[src/rtl/led_step_ctrl_pkg.sv]
// Shared definitions for the LED step controller: direction encodings,
// field widths, key indices and the position update helper.
package led_step_ctrl_pkg;

  localparam logic DIR_UP       = 1'b0;
  localparam logic DIR_DN       = 1'b1;
  localparam int   SPEED_W      = 2;
  localparam int   POS_W        = 3;
  localparam logic KEY_RELEASED = 1'b1;

  // Key lanes, one debouncer each
  localparam int NUM_KEYS = 3;
  localparam int KEY_SPD  = 0;
  localparam int KEY_DIR  = 1;
  localparam int KEY_PAU  = 2;

  // Next LED position; modular wrap in both directions
  function automatic logic [POS_W-1:0] pos_next(input logic [POS_W-1:0] pos,
                                                input logic             d);
    return (d == DIR_DN) ? pos - 1'b1 : pos + 1'b1;
  endfunction

endpackage

[src/rtl/led_step_ctrl_key_debounce.sv]
// One push-key lane: 2-flop synchronizer, stability counter and a
// one-cycle press pulse on the debounced released->pressed transition.
module key_debounce
  import led_step_ctrl_pkg::*;
#(
  parameter int DEB_CYC = 240000
) (
  input  logic clk,
  input  logic rst,
  input  logic key_n,
  output logic press,
  output logic level
);

  localparam int             CW      = (DEB_CYC > 2) ? $clog2(DEB_CYC) : 1;
  localparam logic [CW-1:0]  CNT_MAX = CW'(DEB_CYC - 1);

  logic          sync1_q, sync2_q;
  logic          stable_q, stable_d;
  logic          press_q, press_d;
  logic [CW-1:0] cnt_q, cnt_d;

  // Stability counter: any agreement with the stable state restarts it
  always_comb begin
    stable_d = stable_q;
    cnt_d    = '0;
    if (sync2_q != stable_q) begin
      if (cnt_q == CNT_MAX) stable_d = ~stable_q;
      else                  cnt_d    = cnt_q + 1'b1;
    end
    press_d = (stable_q == KEY_RELEASED) && (stable_d != KEY_RELEASED);
  end

  // Synchronizer, debounce state and registered press pulse
  always_ff @(posedge clk or negedge rst) begin
    if (!rst) begin
      sync1_q  <= KEY_RELEASED;
      sync2_q  <= KEY_RELEASED;
      stable_q <= KEY_RELEASED;
      cnt_q    <= '0;
      press_q  <= 1'b0;
    end else begin
      sync1_q  <= key_n;
      sync2_q  <= sync1_q;
      stable_q <= stable_d;
      cnt_q    <= cnt_d;
      press_q  <= press_d;
    end
  end

  assign press = press_q;
  assign level = stable_q;

endmodule

[src/rtl/led_step_ctrl.sv]
// Single-clock step controller for the LED flasher: debounced speed,
// direction and pause keys steer a period counter that advances the
// 3-bit decoder position sw with a one-cycle step pulse.
module led_step_ctrl
  import led_step_ctrl_pkg::*;
#(
  parameter int WIDTH    = 32,
  parameter int STEP_CYC = 12000000,
  parameter int DEB_CYC  = 240000
) (
  input  logic               clk,
  input  logic               rst,
  input  logic               key_speed,
  input  logic               key_dir,
  input  logic               key_pause,
  output logic [POS_W-1:0]   sw,
  output logic               step,
  output logic [SPEED_W-1:0] speed,
  output logic               dir,
  output logic               running
);

  localparam logic [WIDTH-1:0] STEP_W = WIDTH'(STEP_CYC);

  logic [NUM_KEYS-1:0] keys_n, press, level, ev;

  assign keys_n = {key_pause, key_dir, key_speed};

  for (genvar k = 0; k < NUM_KEYS; k++) begin : g_key
    key_debounce #(.DEB_CYC(DEB_CYC)) u_deb (
      .clk   (clk),
      .rst   (rst),
      .key_n (keys_n[k]),
      .press (press[k]),
      .level (level[k])
    );
  end

  // The pulse is emitted while the debounced level already reads pressed;
  // tying the two keeps an event meaningful only for a held key.
  assign ev = press & ~level;

  logic [WIDTH-1:0]   tc_q, tc_d;
  logic [POS_W-1:0]   sw_q, sw_d;
  logic [SPEED_W-1:0] speed_q, speed_d;
  logic               dir_q, dir_d;
  logic               running_q, running_d;
  logic               step_q, step_d;
  logic [WIDTH-1:0]   period;
  logic               term;

  assign period = STEP_W >> speed_q;
  assign term   = running_q && (tc_q == period - 1'b1);

  // Next-state: terminal count steps with the current dir unless this
  // same edge pauses; key events all land together and may restart tc.
  always_comb begin
    tc_d      = running_q ? tc_q + 1'b1 : '0;
    sw_d      = sw_q;
    speed_d   = speed_q;
    dir_d     = dir_q;
    running_d = running_q;
    step_d    = 1'b0;
    if (term) begin
      tc_d = '0;
      if (!ev[KEY_PAU]) begin
        step_d = 1'b1;
        sw_d   = pos_next(sw_q, dir_q);
      end
    end
    if (ev[KEY_SPD]) begin
      speed_d = speed_q + 1'b1;
      tc_d    = '0;
    end
    if (ev[KEY_DIR]) dir_d = ~dir_q;
    if (ev[KEY_PAU]) begin
      running_d = ~running_q;
      tc_d      = '0;
    end
  end

  // Control and output registers
  always_ff @(posedge clk or negedge rst) begin
    if (!rst) begin
      tc_q      <= '0;
      sw_q      <= '0;
      speed_q   <= '0;
      dir_q     <= DIR_UP;
      running_q <= 1'b1;
      step_q    <= 1'b0;
    end else begin
      tc_q      <= tc_d;
      sw_q      <= sw_d;
      speed_q   <= speed_d;
      dir_q     <= dir_d;
      running_q <= running_d;
      step_q    <= step_d;
    end
  end

  assign sw      = sw_q;
  assign step    = step_q;
  assign speed   = speed_q;
  assign dir     = dir_q;
  assign running = running_q;

endmodule

[config.mk]
export PLATFORM = sky130hd
export DESIGN_NAME = led_step_ctrl
export DESIGN_NICKNAME = d
export VERILOG_FILES = /design/src/rtl/led_step_ctrl_pkg.sv /design/src/rtl/led_step_ctrl_key_debounce.sv /design/src/rtl/led_step_ctrl.sv
export SDC_FILE = /design/constraint.sdc
export NUM_CORES = 1
export LEC_CHECK = 0
export CAP_MARGIN = 20
export CORE_MARGIN = 2
export CORE_UTILIZATION = 25
export CTS_CLUSTER_DIAMETER = 30
export CTS_CLUSTER_SIZE = 25
export DETAILED_ROUTE_END_ITERATION = 6
export HOLD_SLACK_MARGIN = 0.05
export PLACE_DENSITY = 0.36
export SLEW_MARGIN = 20
export SYNTH_ARGS = -nofsm -noshare
export SYNTH_HDL_FRONTEND = slang
export SYNTH_HIERARCHICAL = 1
export SYNTH_SLANG_ARGS = --single-unit
[constraint.sdc]
create_clock -name clk -period 1.95 [get_ports clk]
set_input_delay 0.195 -clock clk [delete_from_list [all_inputs] [get_ports clk]]
set_output_delay 0.195 -clock clk [all_outputs]
set_load 0.005 [all_outputs]
==> flow_summary_export.csv <==
group,metric,value,unit
outcome,outcome,"finished, violations left",
outcome,violations,"setup timing",
yosys,synth_area,5504,um^2
final_layout,multi_input_area,2868,um^2
run,max_cap_viol_count,0,
setup_path,worstPathCellList,"inv_4 -> ha_4 -> xor2_2 -> or4_4 -> and4bb_1 -> a21o_4 -> buf_12 -> nor2_1",
power_and_ir_drop,power.internal,3.304,mW
sta,setup_violations,35,
final_layout,mostFrequentLayoutCell,"dfrtp_1",
yosys,synth_ff_type,"dfrtp_1",
drt,drc,0,
sta,fmax,0.4655,GHz
drt,drt-vias-per-instance,4.599,
yosys,yosysSeqAreaShare,0.4842,
final_layout,drive_gt1_frac,0.2040,
final_layout,final_area,6783,um^2
power_and_ir_drop,combPwrFrac,0.029,
worst_hold_path,hold_path.class,"input pin to flip-flop",
clock_tree,cts_made_buffers,9,
yosys,async_flop_share,1.000,
sta,clock_skew,6.539,ps
setup_path,critical_path_class,"flip-flop to flip-flop",
setup_path,arrival,2380,ps
clock_tree,clk-insertion-delay-late,350,ps
worst_hold_path,whs_path_depth,1,
floorplanning,rows,54,
sta,fin_ws,-198.1,ps
worst_hold_path,min_from,"key_speed",
yosys,ys_types,49,
clock_tree,numClockSinks,106,
setup_path,critPathLaunchType,"flip-flop",
power_and_ir_drop,p_leak,2.593,nW
place,portBuffers,12,
setup_path,crit_required,2180,ps
yosys,synth-seq-cells,106,
global_routing,grt_pass1_vias,4090,
sta,slew_viol_final,0,
setup_path,cp_top_family,"simple AND/OR/NAND/NOR gates",
power_and_ir_drop,power,4.254,mW
global_routing,grt_max_degree,37,
yosys,postSynthAreaPerCell,10.06,um^2
drt,ant_nets,0,
yosys,synth_top_area_cell,"dfrtp_1",
setup_path,r2r_start,"speed[0]",
place,dpl-instance-area,6279,um^2
setup_path,timing.critical_path.from,"speed[0]",
global_routing,grt.total_usage,0.1123,
setup_path,crit_buf_inv,2,
drt,wirelength,12.42,mm
place,place_hpwl,8.966,mm
sta,relSlewSlack,0.6236,
drt,dr.pass1.iters,4,
floorplanning,dieArea,23220,um^2
power_and_ir_drop,pwr_density_cell,627.1,nW/um^2
drt,wire_per_inst,14.06,um
sta,tightestPinTransition,556.8,ps
setup_path,crit_path_max_incr_delay,560,ps
drt,first_iter_violations,149,
clock_tree,clock_path_buffers,2,
final_layout,area_growth,23.23,%
final_layout,ff_latch_area,2668,um^2
floorplanning,initial_utilization,0.2538,
setup_path,r2r_setup_slack,-200,ps
clock_tree,clk_pin_slew_worst_paths,70,ps
power_and_ir_drop,peakVddDrop,0.0003397,V
yosys,syn-instance-count,547,
setup_path,cp_slowest_cell,"or4_4",
floorplanning,die_h,152.4,um
setup_path,worstRegToRegCells,8,
setup_path,crit_path_max_fanout,18,
floorplanning,core_area,21690,um^2
global_routing,grt_pass1_wl,21.17,mm
final_layout,final_cell_mix,"94 x dfrtp_1, 76 x nor2_1, 51 x xnor2_1",
yosys,synth_top_area_frac,0.4365,
final_layout,fill_cells,2243,
clock_tree,clockRootBuffer,"clkbuf_16",
place,place.gp.congestion,0.7405,
setup_path,end_kind,"flip-flop",
sta,finalSetupTns,-6161,ps
floorplanning,io_pins,13,
floorplanning,die_x,152.4,um
sta,timing.final.hold_violations,0,
final_layout,fin_nets,616,
yosys,netlist_top_cells_area,"dfrtp_1 44%, xnor2_1 8.9%, nor2_1 5.7%",
power_and_ir_drop,pwr-share-clk,0.443,
global_routing,antenna_found_initial,0,
clock_tree,cts_tree,"yes",
power_and_ir_drop,sw_frac_of_total,0.2233,
yosys,yosys_warnings,6,
global_routing,grt_overflow,0,
sta,timing.final.crit_share,1.102,
yosys,synthesis.nets,565,
power_and_ir_drop,p_seq_frac,0.527,
setup_path,path_depth,8,
clock_tree,h-tree-depth,3,
sta,rsz0062_at_grt,"true",
yosys,synth_edf_count,0,
sta,fin_crit,2148,ps
power_and_ir_drop,power.switching,0.9498,mW
final_layout,antenna_cells,0,
drt,vias,4061,
synthesized netlist by cell type, types with 12 or more instances:
cell type and instances:
a21oi_1 12, dfrtp_1 96, ha_1 12, inv_1 16
nand2_1 31, nand3_1 27, nand4_1 21, nor2_1 84
nor3_1 18, nor4_1 12, xnor2_1 56, xor2_1 34
cell families after synthesis:
| logic type | Yosys count | synth area share |
|---|---|---|
| AND/OR/NAND/NOR | 264 | 0.2612 |
| buffers and inverters | 36 | 0.03137 |
| AO/OA/AOI/OAI | 33 | 0.03910 |
| adder cells (fa/ha/maj) | 13 | 0.03092 |
| flip-flops | 106 | 0.4842 |
| XOR/XNOR | 90 | 0.1432 |
| multiplexers | 5 | 0.01000 |
final timing paths:
check,to
min in group asynchronous,g_key[2].u_deb/cnt_q[14]
worst max register to register,tc_q[10]
worst min-delay path,g_key[0].u_deb/sync1_q
max in group asynchronous,speed[0]
worst min register to register,g_key[1].u_deb/sync2_q
worst max-delay path,tc_q[10]
cell type report:
type	instances	share of cell area
Clock buffer	11	0.03579
Clock inverter	5	0.009039
Inverter	16	0.009223
Tap cell	280	0.05165
Sequential cell	106	0.3933
Multi-Input combinational cell	405	0.4228
Timing Repair Buffer	60	0.07821
flip-flops by register name (all words and copies together), names as in the netlist:
signal               count
step                     1
running                  1
g_key.u_deb/level        3
tc_q                    32
g_key.u_deb/sync1_q      3
sw                       3
speed                    2
g_key.u_deb/press        3
g_key.u_deb/cnt_q       54
dir                      1
g_key.u_deb/sync2_q      3
through the flow:
step | std cells | hold slack (ps) | setup slack [ps] | utilization
global route | 883 | 232.1 | -287.0 | 0.3127
CTS | 883 | 225.7 | -215.5 | 0.3094
global placement | 865 | 223.5 | -242.4 | 0.2895
detailed placement | 865 | 215.2 | -272.2 | 0.2895
finish | 883 | 247.3 | -198.1 | 0.3127
floorplan | 547 | -100.6 | -89.96 | -
power groups by stage:
stage | combinational, mW | clock (mW) | sequential, mW
after floorplan | 0.0473 | 0 | 2.28
after global placement | 0.127 | 0 | 2.29
after detailed placement | 0.127 | 0 | 2.29
after CTS | 0.129 | 1.99 | 2.24
after global routing | 0.146 | 2.10 | 2.25
final | 0.124 | 1.89 | 2.24
metal layers:
layer,vias to the layer above,track usage,wire length (um)
met1,2041,0.1502,6065
met4,0,0.03115,158
li1,1983,-,-
met5,-,0,0
met2,23,0.1819,5903
met3,14,0.02702,291
timing repair:
item	CTS	global route
hold buffers	1	0
setup endpoints to repair	36	47
gates resized for setup	25	12
setup buffers	1	0
pin swaps	12	0
endpoints found under the hold margin	29	0
No activity file was read; power rests on OpenSTA's default activity.
